[src/rtl/pipe_hazard_ctrl.sv]
// Hazard/sequencing controller for the IF/ID and ID/EX pipeline registers.
// Optional performance counters are enabled by defining HAZ_PERF_CNT_EN.
module pipe_hazard_ctrl #(
    parameter int REG_ADDR_W = 5,
    parameter int FLUSH_CYC  = 1,
    parameter int MEM_TMO    = 64,
    parameter int CNT_W      = 16
) (
    input  logic                  clk,
    input  logic                  rst_n,
    input  logic                  id_valid,
    input  logic                  id_rs1_ren,
    input  logic [REG_ADDR_W-1:0] id_rs1_addr,
    input  logic                  id_rs2_ren,
    input  logic [REG_ADDR_W-1:0] id_rs2_addr,
    input  logic                  ex_valid,
    input  logic                  ex_mem_ren,
    input  logic [REG_ADDR_W-1:0] ex_reg_waddr,
    input  logic                  branch_en,
    input  logic                  jump_en,
    input  logic                  mem_req,
    input  logic                  mem_ack,
    output logic                  pc_stall,
    output logic                  ifid_stall,
    output logic                  ifid_flush,
    output logic                  idex_en,
    output logic                  idex_hold,
    output logic                  mem_tmo_err,
    output logic [1:0]            state
`ifdef HAZ_PERF_CNT_EN
    ,
    output logic [CNT_W-1:0]      perf_stall_cnt,
    output logic [CNT_W-1:0]      perf_flush_cnt
`endif
);

    typedef enum logic [1:0] {
        ST_RUN    = 2'd0,
        ST_UNUSED = 2'd1,
        ST_WAIT   = 2'd2,
        ST_FLUSH  = 2'd3
    } state_t;

    if (FLUSH_CYC < 1 || FLUSH_CYC > 15 || MEM_TMO < 2 || MEM_TMO > 255 || CNT_W < 1) begin : g_param_err
        $error("pipe_hazard_ctrl: parameter out of legal range");
    end

    // fcnt holds the number of flush cycles still owed after the current one.
    localparam logic [3:0] FLUSH_LOAD = 4'(FLUSH_CYC - 1);
    localparam logic [7:0] TMO_LAST   = 8'(MEM_TMO - 1);
    localparam state_t     REDIR_NEXT = (FLUSH_CYC > 1) ? ST_FLUSH : ST_RUN;

    state_t     state_q, state_d;
    logic [3:0] fcnt_q, fcnt_d;
    logic [7:0] tcnt_q, tcnt_d;

    logic redir;
    logic lu;
    logic redir_acc;
    logic pc_stall_c, ifid_stall_c, ifid_flush_c, idex_en_c, idex_hold_c, tmo_err_c;

    assign redir = branch_en | jump_en;
    assign lu    = ex_valid & ex_mem_ren & (ex_reg_waddr != '0) & id_valid &
                   ((id_rs1_ren & (id_rs1_addr == ex_reg_waddr)) |
                    (id_rs2_ren & (id_rs2_addr == ex_reg_waddr)));

    always_ff @(posedge clk or negedge rst_n) begin
        if (!rst_n) begin
            state_q <= ST_RUN;
            fcnt_q  <= '0;
            tcnt_q  <= '0;
        end else begin
            state_q <= state_d;
            fcnt_q  <= fcnt_d;
            tcnt_q  <= tcnt_d;
        end
    end

    always_comb begin
        state_d      = state_q;
        fcnt_d       = fcnt_q;
        tcnt_d       = tcnt_q;
        redir_acc    = 1'b0;
        pc_stall_c   = 1'b0;
        ifid_stall_c = 1'b0;
        ifid_flush_c = 1'b0;
        idex_en_c    = 1'b0;
        idex_hold_c  = 1'b0;
        tmo_err_c    = 1'b0;
        case (state_q)
            ST_RUN: begin
                idex_en_c = id_valid;
                if (redir) begin
                    ifid_flush_c = 1'b1;
                    idex_en_c    = 1'b0;
                    fcnt_d       = FLUSH_LOAD;
                    state_d      = REDIR_NEXT;
                    redir_acc    = 1'b1;
                end else if (mem_req && !mem_ack) begin
                    pc_stall_c   = 1'b1;
                    ifid_stall_c = 1'b1;
                    idex_hold_c  = 1'b1;
                    idex_en_c    = 1'b0;
                    tcnt_d       = 8'd1;
                    state_d      = ST_WAIT;
                end else if (!mem_req && lu) begin
                    // One bubble suffices: the load leaves EX on the next edge.
                    pc_stall_c   = 1'b1;
                    ifid_stall_c = 1'b1;
                    idex_en_c    = 1'b0;
                end
            end
            ST_WAIT: begin
                // Redirects are ignored here; the EX instruction is frozen.
                if (mem_ack) begin
                    idex_en_c = id_valid;
                    tcnt_d    = '0;
                    state_d   = ST_RUN;
                end else begin
                    pc_stall_c   = 1'b1;
                    ifid_stall_c = 1'b1;
                    idex_hold_c  = 1'b1;
                    if (tcnt_q == TMO_LAST) begin
                        tmo_err_c = 1'b1;
                        tcnt_d    = '0;
                        state_d   = ST_RUN;
                    end else begin
                        tcnt_d = tcnt_q + 8'd1;
                    end
                end
            end
            ST_FLUSH: begin
                ifid_flush_c = 1'b1;
                if (redir) begin
                    fcnt_d    = FLUSH_LOAD;
                    state_d   = REDIR_NEXT;
                    redir_acc = 1'b1;
                end else if (fcnt_q <= 4'd1) begin
                    fcnt_d  = '0;
                    state_d = ST_RUN;
                end else begin
                    fcnt_d = fcnt_q - 4'd1;
                end
            end
            default: begin
                state_d = ST_RUN;
            end
        endcase
    end

    // All outputs are forced low while reset is asserted.
    assign pc_stall    = rst_n & pc_stall_c;
    assign ifid_stall  = rst_n & ifid_stall_c;
    assign ifid_flush  = rst_n & ifid_flush_c;
    assign idex_en     = rst_n & idex_en_c;
    assign idex_hold   = rst_n & idex_hold_c;
    assign mem_tmo_err = rst_n & tmo_err_c;
    assign state       = rst_n ? state_q : 2'd0;

`ifdef HAZ_PERF_CNT_EN
    logic [CNT_W-1:0] stall_cnt_q, flush_cnt_q;

    always_ff @(posedge clk or negedge rst_n) begin
        if (!rst_n) begin
            stall_cnt_q <= '0;
            flush_cnt_q <= '0;
        end else begin
            if (pc_stall_c && (stall_cnt_q != '1)) begin
                stall_cnt_q <= stall_cnt_q + 1'b1;
            end
            if (redir_acc && (flush_cnt_q != '1)) begin
                flush_cnt_q <= flush_cnt_q + 1'b1;
            end
        end
    end

    assign perf_stall_cnt = rst_n ? stall_cnt_q : '0;
    assign perf_flush_cnt = rst_n ? flush_cnt_q : '0;
`endif

endmodule
[config.mk]
export PLATFORM = sky130hd
export DESIGN_NAME = pipe_hazard_ctrl
export DESIGN_NICKNAME = d
export VERILOG_FILES = /design/src/rtl/pipe_hazard_ctrl.sv
export SDC_FILE = /design/constraint.sdc
export NUM_CORES = 1
export LEC_CHECK = 0
export BUFFER_PORTS_ARGS = -buffer_cell sky130_fd_sc_hd__buf_2
export CELL_PAD_IN_SITES_DETAIL_PLACEMENT = 0
export CELL_PAD_IN_SITES_GLOBAL_PLACEMENT = 1
export CORE_MARGIN = 4
export CORE_UTILIZATION = 31
export CTS_CLUSTER_SIZE = 28
export DETAILED_ROUTE_END_ITERATION = 12
export MAX_ROUTING_LAYER = met4
export PLACE_DENSITY = 0.82
export SLEW_MARGIN = 25
export SYNTH_ARGS = -nofsm -noshare
export SYNTH_HDL_FRONTEND = slang
export SYNTH_SLANG_ARGS = --single-unit
export TNS_END_PERCENT = 30
[constraint.sdc]
create_clock -name clk -period 1.9 [get_ports clk]
set_input_delay 0.19 -clock clk [delete_from_list [all_inputs] [get_ports clk]]
set_output_delay 0.19 -clock clk [all_outputs]
set_load 0.1 [all_outputs]
Word-level counts from Yosys, hierarchy flattened
Index checks and enable logic that the tools add are counted.
{"block": "word_totals", "ramBits": 0, "rom_bits": 0, "ff_bits": 14, "latchBits": 0, "output_inout_bits": 8, "inputBits": 26, "word_cells": 76, "mem_count": 0}
{"block": "classes", "n_mul": 0, "muxes": 35, "bitwise_logic": 13, "magnitude_cmp": 1, "div": 0, "shifts": 0, "reduce_logical": 11, "add_sub_neg": 2, "eq_ne": 11}
{"op": "$mux W8", "count": 4}
{"op": "$pmux W8 S2", "count": 1}
{"op": "$mux W1", "count": 14}
{"op": "$mux W2", "count": 7}
{"op": "$mux W4", "count": 3}
{"op": "$and A1 B1 Y1", "count": 11}
{"op": "$eq A5 B5 Y1", "count": 2}
{"op": "$ne A3 B3 Y1 const B", "count": 3}
{"op": "$add A8 B1 Y8 const B", "count": 1}
{"op": "$eq A8 B6 Y1 const B", "count": 1}
{"op": "$pmux W1 S2", "count": 4}
{"op": "$pmux W4 S2", "count": 1}
{"op": "$ne A2 B2 Y1 const B", "count": 3}
{"op": "$pmux W2 S3", "count": 1}
{"op": "$reduce_and A3 Y1", "count": 2}
{"op": "$reduce_bool A5 Y1", "count": 1}
{"op": "$eq A2 B2 Y1 const B", "count": 2}
{"op": "$le A4 B1 Y1 const B", "count": 1}
{"op": "$reduce_bool A2 Y1", "count": 2}
{"op": "$sub A4 B1 Y4 const B", "count": 1}
{"op": "$logic_and A1 B1 Y1", "count": 2}
{"op": "$logic_not A1 Y1", "count": 2}
{"op": "$logic_not A2 Y1", "count": 1}
{"op": "$or A1 B1 Y1", "count": 2}
{"op": "$reduce_and A2 Y1", "count": 1}

Longest topological paths before layout
{"block": "logic_depth", "ltp_word": 10, "ltp_mapped": 6, "depth_no_buf": 6}

Least setup slack after synthesis
Ideal clock, no wire load.
{"block": "synth_timing", "path_kind": "register to output", "start": "reg state_q[1]", "end": "out idex_hold", "path_buffers": 1, "setup_slack_ns": -1.153, "arrival_time_ns": 2.863, "stages_incl_launch_ff": 4, "path_cell_list": "dfrtp_1 clkbuf_1 a21oi_1 nor3b_1"}
{"block": "synth_between", "elab_chain_len": 3, "word_cells_on_any_way": 4}
{"item": "start: declaration", "line": "53", "text": "state_t state_q, state_d;"}
{"item": "start signal: assignment", "line": "73", "text": "state_q <= state_d;"}
{"item": "$eq A2 B2 Y1 / $logic_not A2 Y1 (equally long branches)", "line": "90", "text": "case (state_q)"}
{"item": "$pmux W1 S2 *", "line": "90"}
{"item": "$and A1 B1 Y1 *", "line": "156", "text": "assign idex_hold = rst_n & idex_hold_c;"}
{"item": "end: declaration", "line": "27", "text": "output logic idex_hold,"}
Every way passes the cells marked *; elsewhere a longest branch is shown, timed or not.

Final worst setup path
{"block": "layout_timing", "start": "reg state_q[1]", "end": "out pc_stall"}
{"block": "layout_between", "elab_chain_len": 3, "word_cells_on_any_way": 4}
{"item": "$eq A2 B2 Y1 / $logic_not A2 Y1 (equally long branches)", "line": "90"}
{"item": "$pmux W1 S2 *", "line": "90"}
{"item": "$and A1 B1 Y1 *", "line": "152", "text": "assign pc_stall = rst_n & pc_stall_c;"}
{"item": "end: declaration", "line": "23", "text": "output logic pc_stall,"}
Marks and branches as above.

==> impl_results.md <==
* Outcome: finished clean
* Routability congestion estimate at 0.7364
* # diodes at 0
* Number of CTS-inserted buffers at 3
* Worst r2r src: tcnt_q[0]
* WL met2 at 1014 um
* CP endpoint kind: output port
* Final hold violations at 0
* Clock Path Buffers at 2
* Synth cell types at 30
* Layout area overhead at 41.94%
* Die width at approximately 56 um
* Die area at 0.003165 mm2
* Register area share after synthesis at between 30% and 40%
* RSZ-0062 raised after global routing: yes
* Hold_sp: branch_en
* Core area at 0.002212 mm2
* Critical path class: register to output port
* Post-CTS setup buffers at 0
* Total Power at 0.5553 mW
* FILL cells at 239
* Setup Total Neg Slack at 0 ns
* Fin cells at 149
* TritonCTS clock tree: yes
* Worst EP arrival at between 1.5 and 2 ns
* Lkg Pwr at about 0.45 nW
* Synth Net Count at 114
* Tcrit/Tclk final at between 90 and 100%
* Clk_skew at 0.009339 ns
* Fmax at 562.8 MHz
* Total Routing Usage GR at 12.22%
* WL met1 at 768 um
* Initial DRC count at 8
* Syn Inst Count at 87
* Worst-path maximum fanout at 12
* Yosys warnings at 0
* Top cells by count, synth: 10 x nor2_1, 10 x xnor2_1, 9 x dfrtp_1, 7 x a21oi_1, 7 x nand2_1
* GRT overflow at 0
* Max Cap Viol at 0
* Max Slew Vio Count at 0
* Cell taking the most area after synthesis: dfrtp_1
* Final net count at 149
* Post-Syn Area at 721.9 um2
* PortBufs at 32
* EDFF count, synth at 0
* Detailed Routing Iterations Pass 1 at 4
* Global-route wire length before repair at 3105 um
* Vias post-DR at 754
* Io pins at 34
* Clock transition at path regs at 0.05 ns
* Yosys reg bits at 9
* Met3 routed WL at ~94 um
* Vias/cell at between 5 and 6
* Hold WC Path Type: input port to register
* Placed cell count at 144
* Post-DP Area at 985.9 um2
* TritonCTS Sinks at 9
* H-tree Lvls at 1
* DIE HEIGHT at 56.26 um
* Initial Util at between 30% and 40%
* CP startpoint kind: register
* Largest net degree at the start of global routing at 13
* Top routing layer in use: met3
* Reg2reg setup slack at roughly 0.26 ns
* Main synth FF type: dfrtp_1
* Critical Path RT at about 1.7 ns
* DRT Wirelength at about 1900 um
* PwrDens at approximately 540 mW/mm2
* Ys async rst share at 100.0%
* Peak VDD IR at 0.3537 mV
* DP Worst Slack at 0.2326 ns
* Ranking of synthesized cells by area: dfrtp_1 31%, xnor2_1 12%, nor2_1 5.2%
* Final instance area at 0.001025 mm2
* Tmin final at 1.777 ns
* Final setup violation count at 0
* Avg Inst Size Synth at about 8.3 um2
* Root Driver: clkbuf_4
* CP startpoint: state_q[1]
* Antenna-violating nets left at 0
* Layout cell share with drive strength beyond 1 at 36.36%
* Area share of the leading cell type in the synthesized netlist at 31.20%
* Storage element area at 226.5 um2
* Worst setup margin at between 0.1 and 0.15 ns
* Row count at 17
* # DRC at 0
* Final HPWL DP at 1542 um
* Initial antenna violation count at 0
* Clk Latency, worst-skew pair at 0.26 ns
* Vias in the first global route at 731
* Wire per inst at 12.60 um
* Area of the multi-input gates at 503.0 um2
## logic make-up after synthesis
logic type | count (synthesis) | synth area share [%]
xor gates and xnor gates | 10 | 12.13
AOI/OAI and AO/OA | 24 | 22.88
and+or+nand+nor | 38 | 28.42
other | 1 | 0.5194
DFF | 9 | 31.20
adders and majority gates | 1 | 1.733
buffers and inverters | 4 | 3.118
## worst max-delay path: stages, from the launching register on
cell     delay [ns]
dfrtp_2        0.48
and2b_2        0.29
o21ai_0        0.30
a21oi_4        0.09
buf_12         0.18
## per-stage QoR
step	hold slack (ns)	utilization, %
3_5_place_dp	0.09672	44.57
2_1_floorplan	-0.1056	-
3_3_place_gp	0.09233	44.57
6_report	0.4472	46.32
4_1_cts	0.4465	46.27
5_1_grt	0.4998	46.32
## cells in the final DEF, fill, tap and decap left out, drive strengths merged, types with 2 or more instances in the layout
master / count
nand3: 3
nor3b: 2
and2: 2
o31ai: 2
xnor2: 10
o22ai: 3
nor3: 2
buf: 32
nand2: 7
dfrtp: 9
a22o: 2
o21ai: 7
nor2: 10
and3: 2
clkbuf: 4
nor2b: 2
a21oi: 7
nand4: 4
## final cells by class
class	instances	share of cell area [%]
Inverter	1	0.3663
Tap cell	28	3.419
Clock buffer	4	2.564
Sequential cell	9	22.10
Multi-Input combinational cell	74	49.08
Timing Repair Buffer	33	22.47
## metal layers
metal / up-vias / track usage, %
li1: 384 / -
met5: - / -
met4: 0 / 2.034
met1: 354 / 14.53
met2: 16 / 20.87
met3: 0 / 3.448
## report_power, final
part / internal [mW] / switching [mW] / total, mW
Clock: 0.0808 / 0.0656 / 0.146
Sequential: 0.206 / 0.0197 / 0.226
Combinational: 0.0734 / 0.109 / 0.183
## what timing repair did
item,4_1_cts,5_1_grt
endpoints found under the hold margin,9,0
pin swaps,0,0
gates resized for setup,1,1
hold buffers,1,0
setup endpoints to repair,2,3
## flip-flops by register name, summed over array words and instances (netlist names)
signal,cells
state_q,1
tcnt_q,8
## path summary, 6_finish.rpt
check,end,cells after the start
setup / recovery,pc_stall,4
hold / removal,state_q[1],5
setup reg to reg,tcnt_q[5],6
hold reg to reg,tcnt_q[4],1
max in group asynchronous,state_q[1],2
min in group asynchronous,tcnt_q[6],2
No activity file was read; power rests on OpenSTA's default activity.
